--- config.mk ---
export PLATFORM = sky130hd
export DESIGN_NAME = seg_scan_ctrl
export DESIGN_NICKNAME = d
export VERILOG_FILES = /design/src/rtl/seg_pkg.sv /design/src/rtl/seg_scan_ctrl_sevenseg.sv /design/src/rtl/seg_scan_ctrl.sv
export SDC_FILE = /design/constraint.sdc
export NUM_CORES = 1
export LEC_CHECK = 0
export BUFFER_PORTS_ARGS = -buffer_cell sky130_fd_sc_hd__buf_2
export CORE_MARGIN = 2
export CORE_UTILIZATION = 40
export DETAILED_ROUTE_END_ITERATION = 16
export HOLD_SLACK_MARGIN = 0.03
export PLACE_DENSITY = 0.64
export SYNTH_ARGS = -nofsm -noshare
export SYNTH_HDL_FRONTEND = slang
export SYNTH_SLANG_ARGS = --single-unit
--- constraint.sdc ---
create_clock -name clk -period 3.1 [get_ports clk]
set_input_delay 0.31 -clock clk [delete_from_list [all_inputs] [get_ports clk]]
set_output_delay 0.31 -clock clk [all_outputs]
set_load 0.05 [all_outputs]
--- src/rtl/seg_pkg.sv ---
// Shared types and constants for the seven-segment scan controller.
package seg_pkg;

    typedef enum logic [1:0] {
        IDLE,
        DECODE,
        COMMIT
    } state_t;

    localparam int unsigned SEG_W = 7;
    localparam int unsigned NIB_W = 4;

    localparam logic [SEG_W-1:0] SEG_BLANK = 7'h7F;

endpackage

--- src/rtl/seg_scan_ctrl_sevenseg.sv ---
// Combinational hex-to-seven-segment decoder, active-low gfe_dcba patterns.
module SevenSeg
    import seg_pkg::*;
(
    input  logic [NIB_W-1:0] data,
    output logic [SEG_W-1:0] seg_c
);

    always_comb begin
        seg_c = SEG_BLANK;
        case (data)
            4'h0: seg_c = 7'h40;
            4'h1: seg_c = 7'h79;
            4'h2: seg_c = 7'h24;
            4'h3: seg_c = 7'h30;
            4'h4: seg_c = 7'h19;
            4'h5: seg_c = 7'h12;
            4'h6: seg_c = 7'h02;
            4'h7: seg_c = 7'h78;
            4'h8: seg_c = 7'h00;
            4'h9: seg_c = 7'h10;
            4'hA: seg_c = 7'h08;
            4'hB: seg_c = 7'h03;
            4'hC: seg_c = 7'h46;
            4'hD: seg_c = 7'h21;
            4'hE: seg_c = 7'h06;
            4'hF: seg_c = 7'h0E;
            default: seg_c = SEG_BLANK;
        endcase
    end

endmodule

--- src/rtl/seg_scan_ctrl.sv ---
// Walks a packed hex value through one shared decoder, MSD first, with optional
// leading-zero blanking, then commits all digit patterns to the outputs at once.
module seg_scan_ctrl
    import seg_pkg::*;
#(
    parameter int unsigned NUM_DIGITS = 4
) (
    input  logic                          clk,
    input  logic                          reset_n,
    input  logic                          load_i,
    input  logic [NIB_W*NUM_DIGITS-1:0]   value_i,
    input  logic                          blank_lz_i,
    output logic                          ready_o,
    output logic                          done_o,
    output logic [SEG_W*NUM_DIGITS-1:0]   segs_o
);

    localparam int unsigned IDX_W = (NUM_DIGITS > 1) ? $clog2(NUM_DIGITS) : 1;
    localparam int unsigned VAL_W = NIB_W * NUM_DIGITS;
    localparam int unsigned OUT_W = SEG_W * NUM_DIGITS;

    state_t             state_q, state_d;
    logic [VAL_W-1:0]   shadow_q, shadow_d;
    logic               blank_lz_q, blank_lz_d;
    logic [IDX_W-1:0]   idx_q, idx_d;
    logic               hi_zero_q, hi_zero_d;
    logic [OUT_W-1:0]   staging_q, staging_d;
    logic [OUT_W-1:0]   segs_q, segs_d;
    logic               ready_q, ready_d;
    logic               done_q, done_d;

    logic [NIB_W-1:0]   nib_c;
    logic [SEG_W-1:0]   dec_c;
    logic               blank_c;

    assign nib_c   = shadow_q[NIB_W*32'(idx_q) +: NIB_W];
    assign blank_c = blank_lz_q && (nib_c == '0) && hi_zero_q && (idx_q != '0);

    SevenSeg u_dec (
        .data  (nib_c),
        .seg_c (dec_c)
    );

    always_comb begin
        state_d    = state_q;
        shadow_d   = shadow_q;
        blank_lz_d = blank_lz_q;
        idx_d      = idx_q;
        hi_zero_d  = hi_zero_q;
        staging_d  = staging_q;
        segs_d     = segs_q;
        done_d     = 1'b0;

        case (state_q)
            IDLE: begin
                if (load_i) begin
                    shadow_d   = value_i;
                    blank_lz_d = blank_lz_i;
                    idx_d      = IDX_W'(NUM_DIGITS - 1);
                    hi_zero_d  = 1'b1;
                    state_d    = DECODE;
                end
            end
            DECODE: begin
                staging_d[SEG_W*32'(idx_q) +: SEG_W] = blank_c ? SEG_BLANK : dec_c;
                hi_zero_d = hi_zero_q & (nib_c == '0);
                // Hold idx at 0 on the last digit so it never points past the shadow value.
                if (idx_q == '0) begin
                    state_d = COMMIT;
                end else begin
                    idx_d = idx_q - IDX_W'(1);
                end
            end
            COMMIT: begin
                segs_d  = staging_q;
                done_d  = 1'b1;
                state_d = IDLE;
            end
            default: state_d = IDLE;
        endcase

        ready_d = (state_d == IDLE);
    end

    always_ff @(posedge clk) begin
        if (!reset_n) begin
            state_q    <= IDLE;
            shadow_q   <= '0;
            blank_lz_q <= 1'b0;
            idx_q      <= '0;
            hi_zero_q  <= 1'b1;
            staging_q  <= {NUM_DIGITS{SEG_BLANK}};
            segs_q     <= {NUM_DIGITS{SEG_BLANK}};
            ready_q    <= 1'b1;
            done_q     <= 1'b0;
        end else begin
            state_q    <= state_d;
            shadow_q   <= shadow_d;
            blank_lz_q <= blank_lz_d;
            idx_q      <= idx_d;
            hi_zero_q  <= hi_zero_d;
            staging_q  <= staging_d;
            segs_q     <= segs_d;
            ready_q    <= ready_d;
            done_q     <= done_d;
        end
    end

    assign ready_o = ready_q;
    assign done_o  = done_q;
    assign segs_o  = segs_q;

endmodule

After elaboration in Yosys (flattened, before gate mapping)
Memories as Yosys holds them, arrays and structs flattened.
Cells that the tools add are included.
{"block": "word_totals", "register_bits": 80, "latch_bits": 0, "ram_bits": 0, "romBits": 112, "out_inout_bits": 30, "n_memories": 1}
{"block": "op_classes", "addsub": 2, "multipliers": 1, "n_div": 0, "order_cmp": 0, "n_eq_ne": 4, "shifts": 3, "n_mux": 11, "bitwise": 1, "reduce_logical": 12}
{"memory": "(no name shown)", "words": 16, "width": 7, "read_ports": 1, "rd_clocked_by_memory_dff": 0, "write_ports": 0, "line_no": "seg_scan_ctrl_sevenseg.sv:11", "text": "case (data)"}
{"operator": "$neg A5 Y34", "count": 1}
{"operator": "$shift A7 B34 Y28 const A", "count": 1}
{"operator": "$shiftx A7 B34 Y28", "count": 1}
{"operator": "$bwmux W28", "count": 1}
{"operator": "$shiftx A16 B5 Y4", "count": 1}
{"operator": "$mux W2", "count": 4}
{"operator": "$pmux W2 S2", "count": 2}
{"operator": "$mux W7", "count": 1}
{"operator": "$logic_not A2 Y1", "count": 3}
{"operator": "$mul A3 B2 Y5 const A", "count": 1}
{"operator": "$logic_not A4 Y1", "count": 1}
{"operator": "$ne A2 B2 Y1 const B", "count": 2}
{"operator": "$reduce_and A2 Y1", "count": 2}
{"operator": "$reduce_bool A2 Y1", "count": 2}
{"operator": "$logic_and A1 B1 Y1", "count": 3}
{"operator": "$reduce_and A3 Y1", "count": 1}
{"operator": "$eq A2 B1 Y1 const B", "count": 1}
{"operator": "$eq A2 B2 Y1 const B", "count": 1}
{"operator": "$mux W1", "count": 2}
{"operator": "$pmux W1 S2", "count": 1}
{"operator": "$sub A2 B1 Y2 const B", "count": 1}
{"operator": "$and A1 B1 Y1", "count": 1}

Depth between registers and ports, before layout
{"block": "logic_depth", "depth_word": 8, "ltp_mapped": 9}

Modules after synthesis
Synthesis repeated with hierarchy kept, for this count alone.
{"block": "hier_totals", "hier_cells": 390, "area_unflattened_um2": 3444.6}
{"module": "seg_scan_ctrl", "n_inst": 1, "cells_per_inst": 355, "area_each_um2": 3174.3, "seq_area_each_um2": 1601.5}
{"module": "SevenSeg", "n_inst": 1, "cells_per_inst": 35, "area_each_um2": 270.3, "seq_area_each_um2": 0.0}

Least setup slack after synthesis
No wires, ideal clock.
{"block": "synth_path", "kind": "reg2reg", "start": "register idx_q[0]", "end": "register staging_q[3]", "arrival_time_ns": 2.187, "required_ns": 2.978, "setup_slack_ns": 0.792, "path_stages_with_launch": 8, "n_path_buf": 1, "period_less_slack_ns": 2.308, "cell_sequence": "dfxtp_1 -> buf_6 -> mux4_2 -> inv_1 -> ha_1 -> inv_1 -> mux4_2 -> a221o_1"}
{"block": "synth_via", "elab_chain_len": 8, "elab_cells_between_ends": 13}
{"item": "start, declared", "line_no": "seg_scan_ctrl.sv:25", "text": "logic [IDX_W-1:0] idx_q, idx_d;"}
{"item": "start signal, assigned", "line_no": "seg_scan_ctrl.sv:100", "text": "idx_q <= idx_d;"}
{"item": "branches (longest 7 deep; another with $neg A5 Y34)"}
{"item": "$bwmux W28 (*)", "line_no": "seg_scan_ctrl.sv:65", "text": "staging_d[SEG_W*32'(idx_q) +: SEG_W] = blank_c ? SEG_BLANK : dec_c;"}
{"item": "end signal, assigned", "line_no": "seg_scan_ctrl.sv:92", "text": "staging_q <= {NUM_DIGITS{SEG_BLANK}};"}
{"item": "end signal, assigned", "line_no": "seg_scan_ctrl.sv:102", "text": "staging_q <= staging_d;"}
{"item": "end, declared", "line_no": "seg_scan_ctrl.sv:27", "text": "logic [OUT_W-1:0] staging_q, staging_d;"}
Mark *: on every way between the ends.
A chain may end at the register's enable or synchronous reset.

Final worst setup path
{"block": "layout_path", "start": "register idx_q[0]", "end": "register staging_q[19]"}
The elaborated chain is that of the path after synthesis.

==> results_dict.tcl <==
set metrics [dict create \
    reg2reg_slack_ps 590 \
    cts_buffers 9 \
    worstPathRequired_ps 3370 \
    syn-cell-area_um2 3300 \
    startpoint_type "flop" \
    row_count 33 \
    worstMarginPinSlew_ps 662 \
    via_count 2780 \
    yosysTopAreaCell "dfxtp_1" \
    maxSlewHeadroom 0.554 \
    critPathMaxStageDelay_ps 610 \
    ys_async_sr_fraction 0 \
    ctsLongestPathBuffers 2 \
    critical-path-slowest-cell "mux4_2" \
    r2r-end "staging_q[19]$_SDFFE_PN1P_" \
    start_util 0.408 \
    timing.hold.ws_ps 192 \
    fp.dieW_um 94.9 \
    drcViolationCount 0 \
    post-synth-top-count-cell "nand2_1" \
    avgSynthCellArea_um2 8.64 \
    criticalPathCategory "flop to flop" \
    synth_edf_count 0 \
    drv_slew 0 \
    core_area_um2 8090 \
    final_nets 460 \
    synth_seq_cells 80 \
    cp_data_arrival_time_ps 2780 \
    crit_fanout 7 \
    worst_ir_drop_vdd_uv 262 \
    synthToLayoutAreaGrowth_pct 15.8 \
    wl_per_cell_um 13.9 \
    rr_worst_depth 7 \
    postLayoutCoreUtil 0.472 \
    grt_pass1_vias 2671 \
    maxCapViolCount 0 \
    port_buffers 49 \
    setup_viol_count_final 0 \
    drive_above_1_share 0.189 \
    status "finished, final reports clean" \
    final_antenna_net_count 0 \
    grt_max_degree 37 \
    grt_antenna_before_repair 0 \
    clock_sinks 80 \
    design.die.area_um2 9000 \
    ios 50 \
    synth_ff_type "dfxtp_1" \
    cts_tree "built" \
    ys.warnings.count 0 \
    path_cells "mux4_2 -> inv_1 -> ha_1 -> nand4b_1 -> nor3_2 -> a21oi_1 -> o211ai_1" \
    ctsHoldBuffers 0 \
    die_height_um 94.9 \
    clock_skew_ps 8.95 \
    insertion_delay_ps 350 \
    synth_top_area_frac 0.485 \
    vias_per_cell 5.16 \
    htreeDepth 3 \
    first_iter_violations 159 \
    root_buffer "clkbuf_8" \
    hold_depth 3 \
    n_antenna_cell 0 \
    setup_tns_ps 0 \
    ctsResizeCount 0 \
    detailed_place_hpwl_um 5420 \
    hold_viol 0 \
    synthTopCellsByCount "nand2_1 (113), dfxtp_1 (80), a21oi_1 (30), nand3_1 (30), clkbuf_1 (17)" \
    grt-ovfl-total 0 \
    hold_path_class "primary input to flop" \
    synthDistinctLibCells 38 \
    endpoint_kind "flop" \
    grt_pass1_wl_um 12800 \
    ys_seq_area_frac 0.485 \
    fin_crit_ps 2510 \
    hold_start "value_i[13]" \
    pwr_density_cell_nw_per_um2 587 \
    timing.rr.start "idx_q[0]$_SDFFE_PN0P_" \
    leakage_uw 0.00165 \
    gp_congestion 0.851 \
    syn-num-nets 413 \
    synth_area_leaders "dfxtp_1 (49%), nand2_1 (13%), a21oi_1 (4.5%)" \
    path_clk_slew_ps 80 \
    rsz0062_at_grt "false" \
    syn_inst 382 \
    timing.final.crit_share 0.811 \
    fmax_mhz 398 \
    worstHoldEndpoint "shadow_q[13]$_SDFFE_PN0P_" \
    totalWireLength_um 7510 \
    postCtsSetupRepairBufs 0 \
    grt_use_total 0.184 \
    first_pass_iters 4 \
]
worst max-delay path: cells and delay by family (launching register included):
kind	cells	cell delay (ps)
multiplexers	1	610
flip-flops	1	520
AND/OR/NAND/NOR	2	520
AO/OA/AOI/OAI	2	360
adder cells (fa/ha/maj)	1	250
buffers and inverters	1	170
metal layers:
metal,up-vias,share of wire,GRT usage
met5,-,0,0
met4,0,0.0092,0.0556
met3,7,0.039,0.0447
met2,60,0.46,0.298
met1,1292,0.49,0.242
li1,1421,-,-
sequential cells by signal (all words and copies together) (netlist names):
register	cells
shadow_q	16
idx_q	2
hi_zero_q	1
blank_lz_q	1
staging_q	28
state_q	2
done_o	1
segs_o	28
ready_o	1
metrics by stage:
step | setup slack [ps] | total power, µW | cells | instance area, µm²
6_report | 586 | 2240 | 539 | 3820
4_1_cts | 592 | 2260 | 539 | 3820
5_1_grt | 349 | 2370 | 539 | 3820
3_5_place_dp | 604 | 1590 | 523 | 3650
3_3_place_gp | 663 | 1580 | 523 | 3650
2_1_floorplan | 792 | 1470 | 382 | 3300
layout make-up:
type | count | area (µm²)
Fill cell | 840 | 4270
Sequential cell | 80 | 1600
Multi-Input combinational cell | 270 | 1580
Timing Repair Buffer | 56 | 298
Tap cell | 105 | 131
Clock buffer | 10 | 128
Inverter | 12 | 45.0
Clock inverter | 6 | 43.8
worst max-delay path by stage:
stage                                from                         end  slack (ps)  depth (start not counted)
CTS                 idx_q[0]$_SDFFE_PN0P_  staging_q[19]$_SDFFE_PN1P_         590                          7
floorplan           idx_q[0]$_SDFFE_PN0P_   staging_q[3]$_SDFFE_PN1P_         790                          7
global route        idx_q[0]$_SDFFE_PN0P_  staging_q[26]$_SDFFE_PN1P_         350                          7
finish              idx_q[0]$_SDFFE_PN0P_  staging_q[19]$_SDFFE_PN1P_         590                          7
global placement    idx_q[0]$_SDFFE_PN0P_  staging_q[17]$_SDFFE_PN1P_         660                          6
detailed placement  idx_q[0]$_SDFFE_PN0P_  staging_q[19]$_SDFFE_PN1P_         600                          7
cells by family (layout without fill, tap and decap cells):
logic type / after synthesis / after routing / share of synthesized area
AOI/OAI and AO/OA: 73 / 73 / 0.141
DFF: 80 / 80 / 0.485
and+or+nand+nor: 174 / 174 / 0.237
adders and majority gates: 11 / 11 / 0.0417
buffers and inverters: 32 / 84 / 0.0390
muxes: 12 / 12 / 0.0557
layout by cell type (no fill, tap or decap), drive strengths merged, types with 2 or more instances in the layout:
cell type	n
a211oi	2
a21oi	30
a221o	8
a22oi	2
buf	56
clkbuf	10
clkinv	4
dfxtp	80
ha	11
inv	13
mux2i	6
mux4	5
nand2	113
nand2b	2
nand3	30
nand3b	6
nand4	2
nand4b	2
nor2	5
nor3	3
nor3b	2
o211ai	14
o21ai	13
or3b	2
report_power, final:
group | internal [µW] | switching [µW]
registers | 1090 | 46.3
clock network | 294 | 386
logic | 146 | 283
total | 1530 | 715
Power figures use the tool's default switching activity.
